File: src/rtl/sha3_digest_out.sv
// SHA3 digest output stage: truncates the final Keccak state to the
// selected digest length and streams it as an AXI4-Stream master.
module sha3_digest_out #(
   parameter int DATA_WIDTH = 16
) (
   input  logic                      ACLK,
   input  logic                      ARESET,
   input  logic [0:4][0:4][63:0]     state_in,
   input  logic                      state_valid,
   input  logic [1:0]                mode,
   output logic [DATA_WIDTH-1:0]     M_TDATA,
   output logic [DATA_WIDTH/8-1:0]   M_TKEEP,
   output logic                      M_TVALID,
   input  logic                      M_TREADY,
   output logic                      M_TLAST,
   output logic                      busy,
   output logic                      overrun
);

   localparam int KW   = DATA_WIDTH / 8;
   localparam int N224 = (224 + DATA_WIDTH - 1) / DATA_WIDTH;
   localparam int N256 = (256 + DATA_WIDTH - 1) / DATA_WIDTH;
   localparam int N384 = (384 + DATA_WIDTH - 1) / DATA_WIDTH;
   localparam int N512 = (512 + DATA_WIDTH - 1) / DATA_WIDTH;
   localparam int PB   = (224 % DATA_WIDTH) / 8;
   localparam logic P224 = (224 % DATA_WIDTH) != 0;
   localparam logic [KW-1:0] KEEP_PART = KW'((64'd1 << PB) - 64'd1);

   typedef enum logic {IDLE, SEND} state_e;

   state_e       state_q, state_d;
   logic [511:0] sr_q, sr_d;
   logic [5:0]   cnt_q, cnt_d;
   logic         part_q, part_d;
   logic         ovr_q, ovr_d;

   logic [511:0] flat;
   logic [511:0] cap;
   logic [5:0]   cap_cnt;
   logic         cap_part;
   logic         hs;

   // Only the first eight lanes can ever reach a digest.
   for (genvar g = 0; g < 8; g++) begin : g_flat
      assign flat[64*g +: 64] = state_in[g % 5][g / 5];
   end

   always_comb begin
      cap      = '0;
      cap_cnt  = '0;
      cap_part = 1'b0;
      case (mode)
         2'd0: begin
            cap[223:0] = flat[223:0];
            cap_cnt    = 6'(N224 - 1);
            cap_part   = P224;
         end
         2'd1: begin
            cap[255:0] = flat[255:0];
            cap_cnt    = 6'(N256 - 1);
         end
         2'd2: begin
            cap[383:0] = flat[383:0];
            cap_cnt    = 6'(N384 - 1);
         end
         default: begin
            cap     = flat;
            cap_cnt = 6'(N512 - 1);
         end
      endcase
   end

   assign M_TVALID = (state_q == SEND);
   assign busy     = (state_q == SEND);
   assign M_TLAST  = M_TVALID && (cnt_q == 6'd0);
   assign M_TDATA  = M_TVALID ? sr_q[DATA_WIDTH-1:0] : '0;
   assign M_TKEEP  = !M_TVALID ? '0 :
                     (M_TLAST && part_q) ? KEEP_PART : '1;
   assign overrun  = ovr_q;
   assign hs       = M_TVALID && M_TREADY;

   always_comb begin
      state_d = state_q;
      sr_d    = sr_q;
      cnt_d   = cnt_q;
      part_d  = part_q;
      ovr_d   = 1'b0;
      case (state_q)
         IDLE: begin
            if (state_valid) begin
               sr_d    = cap;
               cnt_d   = cap_cnt;
               part_d  = cap_part;
               state_d = SEND;
            end
         end
         default: begin
            if (hs && cnt_q == 6'd0) begin
               // A capture on the final handshake chains without a bubble.
               if (state_valid) begin
                  sr_d   = cap;
                  cnt_d  = cap_cnt;
                  part_d = cap_part;
               end else begin
                  state_d = IDLE;
               end
            end else begin
               if (hs) begin
                  sr_d  = sr_q >> DATA_WIDTH;
                  cnt_d = cnt_q - 6'd1;
               end
               if (state_valid) begin
                  ovr_d = 1'b1;
               end
            end
         end
      endcase
   end

   always_ff @(posedge ACLK) begin
      if (ARESET) begin
         state_q <= IDLE;
         sr_q    <= '0;
         cnt_q   <= '0;
         part_q  <= 1'b0;
         ovr_q   <= 1'b0;
      end else begin
         state_q <= state_d;
         sr_q    <= sr_d;
         cnt_q   <= cnt_d;
         part_q  <= part_d;
         ovr_q   <= ovr_d;
      end
   end

endmodule

File: config.mk
export PLATFORM = sky130hd
export DESIGN_NAME = sha3_digest_out
export DESIGN_NICKNAME = d
export VERILOG_FILES = /design/src/rtl/sha3_digest_out.sv
export SDC_FILE = /design/constraint.sdc
export NUM_CORES = 1
export LEC_CHECK = 0
export BUFFER_PORTS_ARGS = -buffer_cell sky130_fd_sc_hd__buf_4
export CORE_AREA = 2 2 633 635
export DETAILED_ROUTE_END_ITERATION = 16
export DIE_AREA = 0 0 635 637
export GPL_TIMING_DRIVEN = 1
export HOLD_SLACK_MARGIN = 0.08
export PLACE_DENSITY_LB_ADDON = 0.2
export SYNTH_ARGS = -nofsm -noshare
export SYNTH_HDL_FRONTEND = slang
export SYNTH_SLANG_ARGS = --single-unit
export TNS_END_PERCENT = 10
File: constraint.sdc
create_clock -name ACLK -period 5.65 [get_ports ACLK]
set_input_delay 0.565 -clock ACLK [delete_from_list [all_inputs] [get_ports ACLK]]
set_output_delay 0.565 -clock ACLK [all_outputs]
set_load 0.1 [all_outputs]
==> results of run 1 <==
[cell usage in the layout, fill, tap and decap left out, drive strengths merged, types with 4 or more instances in the layout]
master,count
nand3,37
dlygate4sd3,511
o221a,225
diode,21
inv,486
a21oi,246
a22oi,254
a31oi,19
o21ai,258
nor2,23
and4,16
nand2b,6
dfxtp,520
or4,4
and2,19
clkinv,7
nand2,7
clkbuf,122
o22ai,17
nor3,4
buf,569
[synthesized netlist by cell type, types with 2 or more instances]
cell type	number	share of area, %
inv_1	483	8.5
nand2_1	6	0.11
a31oi_1	19	0.56
or4_1	4	0.14
o21ai_1	93	2.2
clkbuf_1	125	2.2
nor2b_1	2	0.059
o221a_2	65	3.4
nor2_1	23	0.41
and4_1	16	0.66
a22oi_1	254	9.0
buf_6	6	0.32
a211oi_1	2	0.071
o22ai_1	17	0.50
nor3_1	4	0.094
nand3_1	37	0.87
nand2b_1	6	0.18
dfxtp_1	520	49
buf_2	49	1.2
a21oi_1	246	5.8
o21ai_0	164	3.9
and2_1	19	0.56
o221a_1	160	8.5
buf_4	7	0.25
buf_1	26	0.46
[worst paths after layout]
path / start / to / depth (start not counted) / slack [ps]
min: state_in[1193] / sr_q[425] / 3 / 170
min reg2reg: sr_q[473] / sr_q[473] / 2 / 480
max: cnt_q[0] / M_TLAST / 6 / 2250
max reg2reg: cnt_q[0] / sr_q[274] / 8 / 2260
[what timing repair did]
action | 4_1_cts | 5_1_grt
hold buffers | 511 | 0
buffers inserted | 0 | 0
endpoints found under the hold margin | 509 | 0
gates resized for setup | 0 | 0
[final cells by class]
class                      instances  share of cell area, %
antenna                           21                  0.134
sequential                       520                   26.6
timing repair buffer            1080                   24.2
clock buffer                     122                   6.01
clock inverter                    15                  0.509
inverter                         483                   4.64
tap                             5265                   16.9
multi-input combinational       1164                   21.0
[report_power, final]
group	internal, mW	switching [mW]
Clock	3.00	2.11
Combinational	0.838	1.00
Sequential	3.98	0.228
[layer usage]
layer  global-route usage, %  routed length (um)  vias to the layer above
met3                    1.78                7550                      209
met4                    1.34                2690                       64
met1                    7.07               52400                    10100
li1                        -                   -                    10400
met2                    11.2               66100                      565
met5                       0                 345                        -
[worst register-to-register path, stage by stage, from the launching register on]
cell and delay [ps]:
dfxtp_1 350, inv_1 70, ha_1 270, or4b_4 520
o21ai_4 230, buf_4 390, nand3b_4 500, buf_4 580
o21ai_0 380
[flip-flops by register name (all words and copies together) (netlist names)]
| register | count |
|---|---|
| cnt_q | 6 |
| sr_q | 512 |
| overrun | 1 |
| M_TVALID | 1 |
[logic make-up after synthesis]
group | Yosys count | synth area share, %
AO/OA/AOI/OAI | 1033 | 34.5
buffers and inverters | 696 | 12.9
flip-flops | 520 | 49.0
AND/OR/NAND/NOR | 128 | 3.50
multiplexers | 2 | 0.100
adder cells (fa/ha/maj) | 1 | 0.0589
[metrics by stage]
stage / instances / hold WS (ps) / utilization (%)
CTS: 8649 / 87.4 / 9.81
detailed placement: 8001 / 464 / 7.88
global route: 8669 / 115 / 9.82
finish: 8670 / 173 / 9.82
global placement: 8001 / 467 / 7.88
floorplan: 2380 / 448 / -
==> out/qor.yml, run 1 <==
synth:
  avgSynthCellArea_um2: 8.93
  synth_warnings: 0
  syn_area_um2: 21300
  syn_inst: 2380
  ys_seq_area_share_pct: 49.0
  synth-edff-count: 0
  syn-num-nets: 3987
  synth_cell_types: 52
  async_reset_ff_share_pct: 0
  synth-seq-cells: 520
  yosys_most_used_dff: "dfxtp_1"
global_route:
  grt_max_degree: 187
  antenna_found_initial: 70
  grt_usage_pct: 6.16
  grt-ovfl-total: 0
  grt_pass1_wl_um: 178000
  grt_pass1_vias: 22500
timing:
  skew_ps: 60.3
  fin_ws_ps: 2250
  hold_viol_final: 0
  maxSlewHeadroom_pct: 27.7
  finalSetupViolCount: 0
  min_period_ps: 3400
  fmax_ghz: 0.294
  tightestPinTransition_ps: 1080
  rsz0062_at_grt: "false"
  fin_setup_tns_ps: 0
  finalCritPeriodShare_pct: 60.2
  slew_violations: 0
layout:
  regArea_um2: 10400
  fill_cells: 46200
  multi_input_area_um2: 8200
  fin_nets: 4937
  drive_above_1_share_pct: 22.6
  final_cell_area_um2: 39100
  area_growth_pct: 83.9
cts:
  cts_tree: "built"
  ctsRootBufferMaster: "clkbuf_16"
  cts_buffer_depth: 4
  cts_sinks: 520
  path_clk_slew_ps: 60
  clk_latency_ps: 780
  cts.htree.levels: 3
  cts_buffers: 81
placement:
  pre_cts_ws_ps: 2160
  io_buffers: 539
  dp_hpwl_um: 94000
  place_area_um2: 31400
  place.gp.congestion: 0.709
setup_path:
  max_stage_delay_ps: 400
  cpMaxStageDelayCell: "and3_1"
  end_kind: "primary output"
  cp_top_family: "buffers and inverters"
  startpoint_type: "flip-flop"
  worstPathArrival_ps: 2840
  crit_path_max_fanout: 20
  cpMostUsedCell: "buf_4"
  cp_cell_sequence: "inv_1 > ha_1 > nor3b_2 > buf_4 > and3_1 > buf_4"
  critPathKind: "flip-flop to primary output"
  cp.buffers_inverters: 3
  worstPathRequired_ps: 5090
route:
  drt-pass1-iter-count: 5
  ant_nets: 0
  drc_errors: 0
  routed_wl_um: 129000
  wl_per_cell_um: 14.9
  drt_iter0_markers: 970
  viasPerCell: 2.47
  num_vias: 21400
die:
  die-area_um2: 404000
  coreArea_um2: 398000
  start_util_pct: 5.34
  dieWidth_um: 635
  ios: 1628
  rows: 232
  fp.dieH_um: 637
power_and_ir_drop:
  p_leak_nw: 14.3
  power.total_mw: 11.2
  vdd_ir_drop_max_uv: 178
  powerDensity_nw_per_um2: 285
run_status:
  status: "finished, final reports clean"
hold_path:
  hp-class: "primary input to flip-flop"
run:
  maxCapViolations: 0
Power figures use the tool's default switching activity.
==> run 2, diff against run 1 <==
ABC_AREA = 1   (was default)
CORE_AREA = 2 2 634 636   (was 2 2 633 635)
DIE_AREA = 0 0 636 638   (was 0 0 635 637)
clock period = 3.5 ns   (was 5.65 ns; I/O delays follow)
==> out/qor.yml, run 2 <==
run_status:
  status: "finished, final reports clean"
route:
  drc_errors: 0  # unchanged
  viasPerCell: 2.96  # +20%
  wl_per_cell_um: 17.1  # +15%
  drt_iter0_markers: 1575  # +62%
  num_vias: 30000  # +40%
  ant_nets: 0  # unchanged
  drt-pass1-iter-count: 7  # +2
  routed_wl_um: 173000  # +34%
placement:
  dp_hpwl_um: 129000  # +37%
  io_buffers: 539  # unchanged
  dp.cells: 9459  # +18%
  place.gp.congestion: 0.765  # +7.9%
setup_path:
  worstPathRequired_ps: 4110  # -980 ps
  ff2ff_setup_slack_ps: 670  # -1590 ps
  crit_path_max_fanout: 105  # +430%
  cp_cell_sequence: "inv_1 > ha_1 > nand3_2 > nand2_4 > buf_12 > nand2_1 > o211ai_1 > a21oi_1 > dlygate4sd3_1"
  cpMaxStageDelayCell: "dlygate4sd3_1"
  max_stage_delay_ps: 570  # +170 ps
  worstPathArrival_ps: 3430  # +590 ps
  critPathKind: "flip-flop to flip-flop"
  startpoint_type: "flip-flop"
  end_kind: "flip-flop"
synth:
  synth_cell_types: 25  # -52%
  async_reset_ff_share_pct: 0  # unchanged
  ys_top_cells_by_count: "nand2_1, dfxtp_1, nand3_1, a21oi_1, nor2_1"
  ys_seq_area_share_pct: 38.5  # -10 points
  synth-seq-cells: 520  # unchanged
  syn-num-nets: 5550  # +39%
  synth-edff-count: 0  # unchanged
  syn_area_um2: 27000  # +27%
  yosysTopAreaCell: "dfxtp_1"
  syn_inst: 3943  # +66%
  synth_top_cell_area_share_pct: 38.5  # -10 points
  avgSynthCellArea_um2: 6.85  # -23%
  synth.most_common_cell: "nand2_1"
  synth_area_leaders: "dfxtp_1, nand2_1, mux2i_1"
  yosys_most_used_dff: "dfxtp_1"
  synth_warnings: 0  # unchanged
layout:
  fill_cells: 46400  # +0.46%
  instances_no_fill: 10100  # +17%
  area_growth_pct: 64.4
  max_flop_register: "sr_q"
  drive_above_1_share_pct: 15.6  # -7.0 points
  fin_nets: 6383  # +29%
  final_cell_mix: "nand2_1, buf_4, dfxtp_1, dlygate4sd3_1, nand3_1"
  layout_commonest_cell: "nand2_1"
  top_regs: "sr_q x512, cnt_q x6"
  largest_reg_flops: 512  # unchanged
global_route:
  use_met1_pct: 10.4  # +3.3 points
  grt-ovfl-total: 0  # unchanged
  grt_usage_pct: 8.23  # +2.1 points
  grt_pass1_vias: 29200  # +30%
  grt_pass1_wl_um: 237000  # +33%
  use_met3_pct: 2.45  # +0.67 points
  grt_max_degree: 271  # +45%
  antenna_found_initial: 135  # +93%
  busiest_layer: "met2"
  gr-usage-met2_pct: 13.6  # +2.4 points
timing:
  tightestPinTransition_ps: 1130  # +40.4 ps
  slew_violations: 0  # unchanged
  rsz0062_at_grt: "false"
  fin_setup_tns_ps: 0  # unchanged
  finalCritPeriodShare_pct: 80.7
  min_period_ps: 2830
  hold_viol_final: 0  # unchanged
  fmax_ghz: 0.354
  skew_ps: 99.4  # +39.2 ps
  maxSlewHeadroom_pct: 25.0  # -2.7 points
  finalSetupViolCount: 0  # unchanged
cts:
  cts_buffers: 81  # unchanged
  ctsHoldBuffers: 499  # -2.3%
  cts_buffer_depth: 4  # unchanged
  post_cts_buffers: 0  # unchanged
  path_clk_slew_ps: 60  # about the same
  ctsRootBufferMaster: "clkbuf_16"
  cts.htree.levels: 3  # unchanged
  cts_sinks: 520  # unchanged
  clk_latency_ps: 820  # +40 ps
  cts_tree: "built"
  cts_resized: 0  # unchanged
power_and_ir_drop:
  swShare_pct: 31.7  # +1.8 points
  p_clk_share_pct: 44.0  # -1.8 points
  switchingPower_mw: 5.91  # +77%
  seq_power_share_pct: 36.5  # -1.2 points
  p_leak_nw: 18.3  # +28%
  powerDensity_nw_per_um2: 419  # +47%
  vdd_ir_drop_max_uv: 333  # +88%
  cellInternalPower_mw: 12.7  # +63%
  power.total_mw: 18.6  # +67%
  p_comb_share_pct: 19.5  # +3.0 points
hold_path:
  hp-class: "primary input to flip-flop"
die:
  start_util_pct: 6.78  # +1.4 points
  rows: 232  # unchanged
  die-area_um2: 406000  # +0.31%
  ios: 1628  # unchanged
  coreArea_um2: 399000  # +0.15%
  dieWidth_um: 636  # +0.16%
  fp.dieH_um: 638  # +0.16%
run:
  maxCapViolations: 0  # unchanged
## run 2: cell count changes after synthesis, moves of 210 or more
cell / change
nand2_1: +934
nand3_1: +290
nor2_1: +267
a22oi_1: -254
nand4_1: +219
inv_1: -210
## run 2: logic make-up (layout without fill, tap and decap cells)
| group | count (synthesis) | in the layout | synth area share (%) |
|---|---|---|---|
| other cells | 0 | 40 | 0 |
| buf+inv | 635 | 1522 | 10.6 |
| mux | 199 | 199 | 7.37 |
| simple gates | 1812 | 1812 | 29.0 |
| fa+ha+maj | 1 | 1 | 0.0463 |
| compound gates | 775 | 775 | 14.4 |
| xor+xnor | 1 | 1 | 0.0324 |
| flops | 520 | 520 | 38.5 |
## run 2: worst max-delay path: cells and delay by family (launching register included)
family                   cells  cell delay (ps)
adder cells (fa/ha/maj)      1              220
buffers and inverters        3             1020
AND/OR/NAND/NOR              3              730
flip-flops                   1              350
AO/OA/AOI/OAI                2              210
## run 2: path summary, 6_finish.rpt
| check | startpoint | to | cells after the start |
|---|---|---|---|
| hold / removal | mode[0] | cnt_q[3] | 5 |
| setup / recovery | cnt_q[0] | sr_q[11] | 9 |
| setup reg to reg | cnt_q[0] | sr_q[11] | 9 |
| hold reg to reg | sr_q[471] | sr_q[471] | 2 |
## run 2: layout make-up
type | instances | area [um2] | area share [%]
diodes | 40 | 100 | 0.225
clock buffers | 123 | 2380 | 5.35
clock inverters | 14 | 161 | 0.363
inverters | 278 | 1060 | 2.39
multi-input cells | 2788 | 13800 | 31.1
flip-flops and latches | 520 | 10400 | 23.4
well taps | 5265 | 6590 | 14.8
repair buffers | 1107 | 9920 | 22.3
## run 2: routing by layer
metal / routed length, um / vias up
met5: 680 / -
li1: - / 14900
met4: 4760 / 114
met1: 76700 / 13900
met2: 79700 / 786
met3: 11100 / 307
## run 2: metrics by stage
step                hold WS (ps)  worst slack (ps)  instance area (um2)  utilization, %
floorplan                    445               281                27000               -
global placement             453               665                36800            9.23
detailed placement           458               663                36800            9.23
CTS                         84.2               479                44300            11.1
global route                 135               499                44400            11.1
finish                       121               674                44400            11.1
## run 2: power by group through the flow
| stage | sequential [mW] | clock (mW) | combinational (mW) |
|---|---|---|---|
| 2_1_floorplan | 6.69 | 0 | 1.91 |
| 3_3_place_gp | 6.96 | 0 | 3.15 |
| 3_5_place_dp | 6.97 | 0 | 3.16 |
| 4_1_cts | 6.84 | 8.63 | 3.74 |
| 5_1_grt | 6.88 | 8.79 | 4.04 |
| 6_report | 6.80 | 8.20 | 3.62 |
==> run 3, diff against run 2 <==
clock period = 2.65 ns   (was 3.5 ns; I/O delays follow)
==> out/qor.yml, run 3 (same netlist as run 2, synthesis figures left out) <==
route:
  ant_nets: 0  # unchanged
  wl_per_cell_um: 16.9  # -0.78%
  num_vias: 30200  # +0.70%
  drc_errors: 0  # unchanged
  drt_iter0_markers: 1770  # +12%
  routed_wl_um: 173000  # -0.11%
  viasPerCell: 2.96  # about the same
  drt-pass1-iter-count: 5  # -2
timing:
  min_period_ps: 2480
  tightestPinTransition_ps: 899  # -226 ps
  finalCritPeriodShare_pct: 93.7
  maxSlewHeadroom_pct: 40.1  # +15 points
  fmax_ghz: 0.403
  finalSetupViolCount: 0  # unchanged
  hold_viol_final: 0  # unchanged
  slew_violations: 0  # unchanged
  skew_ps: 80.7  # -18.7 ps
  rsz0062_at_grt: "false"
  fin_setup_tns_ps: 0  # unchanged
setup_path:
  startpoint_type: "flip-flop"
  cpMostUsedCell: "buf_4"
  end_kind: "primary output"
  critPathKind: "flip-flop to primary output"
  cp_top_family: "buffers and inverters"
  crit_path_max_fanout: 20  # -81%
  cpMaxStageDelayCell: "dfxtp_2"
  max_stage_delay_ps: 560  # about the same
  worstPathRequired_ps: 2380  # -1730 ps
  cp.buffers_inverters: 3  # unchanged
  ff2ff_setup_slack_ps: 280  # -390 ps
  cp_cell_sequence: "buf_4 > nand2_1 > inv_1 > buf_4"
  worstPathArrival_ps: 2220  # -1210 ps
power_and_ir_drop:
  p_clk_share_pct: 44.0  # about the same
  seq_power_share_pct: 36.1  # -0.4 points
  vdd_ir_drop_max_uv: 404  # +21%
  cellInternalPower_mw: 17.1  # +34%
  switchingPower_mw: 7.88  # +33%
  swShare_pct: 31.6  # -0.17 points
  p_leak_nw: 18.7  # +2.0%
  power.total_mw: 24.9  # +34%
  powerDensity_nw_per_um2: 552  # +32%
  p_comb_share_pct: 19.9  # +0.4 points
die:
  start_util_pct: 6.78  # unchanged
  rows: 232  # unchanged
  die-area_um2: 406000  # unchanged
  fp.dieH_um: 638  # unchanged
  ios: 1628  # unchanged
  dieWidth_um: 636  # unchanged
  coreArea_um2: 399000  # unchanged
run:
  maxCapViolations: 0  # unchanged
layout:
  final_cell_mix: "nand2_1, buf_4, dfxtp_1, dlygate4sd3_1, nand3_1"
  top_regs: "sr_q x512, cnt_q x6"
  area_growth_pct: 67.1
  layout_commonest_cell: "nand2_1"
  drive_above_1_share_pct: 16.6  # +0.96 points
  largest_reg_flops: 512  # unchanged
  fin_nets: 6446  # +0.99%
  max_flop_register: "sr_q"
cts:
  cts_sinks: 520  # unchanged
  ctsRootBufferMaster: "clkbuf_16"
  path_clk_slew_ps: 60  # about the same
  clk_latency_ps: 810  # about the same
  cts.htree.levels: 3  # unchanged
  post_cts_buffers: 0  # unchanged
  cts_resized: 0  # unchanged
  cts_buffer_depth: 4  # unchanged
  cts_buffers: 81  # unchanged
  cts_tree: "built"
placement:
  place.gp.congestion: 0.759  # -0.82%
  dp_hpwl_um: 132000  # +2.4%
  io_buffers: 539  # unchanged
global_route:
  grt_pass1_wl_um: 235000  # -0.67%
  grt_max_degree: 125  # -54%
  grt_pass1_vias: 29400  # +0.53%
  antenna_found_initial: 109  # -19%
  grt_usage_pct: 8.21  # -0.023 points
  grt-ovfl-total: 0  # unchanged
run_status:
  status: "finished, final reports clean"
hold_path:
  hp-class: "primary input to flip-flop"
[run 3: cell count changes in the layout (fill, tap and decap cells not counted), moves of 2 or more]
cell	previous run	this run
buf_12	28	39
inv_6	0	2
clkbuf_1	25	14
clkbuf_8	15	19
diode_2	40	45
clkinv_8	0	2
clkinv_2	7	11
buf_4	578	612
inv_16	2	0
dlygate4sd3_1	499	517
[run 3: path summary, 6_finish.rpt]
kind                            cells after the start          to           from
worst min register to register                      2   sr_q[407]      sr_q[407]
worst max register to register                     10   sr_q[476]       cnt_q[0]
worst max-delay path                                4  M_TDATA[8]       M_TVALID
worst min-delay path                                5   sr_q[238]  state_in[622]
[run 3: worst min-delay path, delay by kind of cell]
kind          cells  cell delay [ps]
simple gates      4              480
buf+inv           1              110
[run 3: what timing repair did]
item,in CTS,in global routing
hold endpoints to repair,514,0
endpoints found under the setup margin,0,0
hold buffers,517,0
[run 3: metrics by stage]
| stage | util [%] | cells | hold WS [ps] | cell area (um2) | worst slack, ps |
|---|---|---|---|---|---|
| 2_1_floorplan | - | 3943 | 423 | 27000 | 238 |
| 3_3_place_gp | 9.35 | 9504 | 451 | 37300 | 111 |
| 3_5_place_dp | 9.35 | 9504 | 456 | 37300 | 147 |
| 4_1_cts | 11.3 | 10200 | 95.5 | 45100 | 46.8 |
| 5_1_grt | 11.3 | 10200 | 133 | 45100 | 32.5 |
| 6_report | 11.3 | 10200 | 126 | 45200 | 168 |
[run 3: power groups by stage]
stage	Clock [mW]	Sequential [mW]	Combinational, mW
6_report	11.0	9.00	4.96
3_3_place_gp	0	9.20	4.31
5_1_grt	11.8	9.10	5.49
2_1_floorplan	0	8.84	2.53
3_5_place_dp	0	9.21	4.31
4_1_cts	11.5	9.04	5.09
[run 3: metal layers]
metal / up-vias / global-route usage (%) / part of all wire, %
li1: 15000 / - / -
met1: 14000 / 10.6 / 45
met2: 836 / 13.5 / 46
met3: 275 / 2.06 / 6.2
met4: 72 / 2.09 / 2.7
met5: - / 0 / 0.26
[run 3: area by class of cell]
type / count / area [um2]
multi-input cells: 2788 / 13800
flip-flops and latches: 520 / 10400
clock inverters: 21 / 220
fillers: 46300 / 353000
repair buffers: 1170 / 10600
inverters: 278 / 1060
clock buffers: 116 / 2390
well taps: 5265 / 6590
diodes: 45 / 113
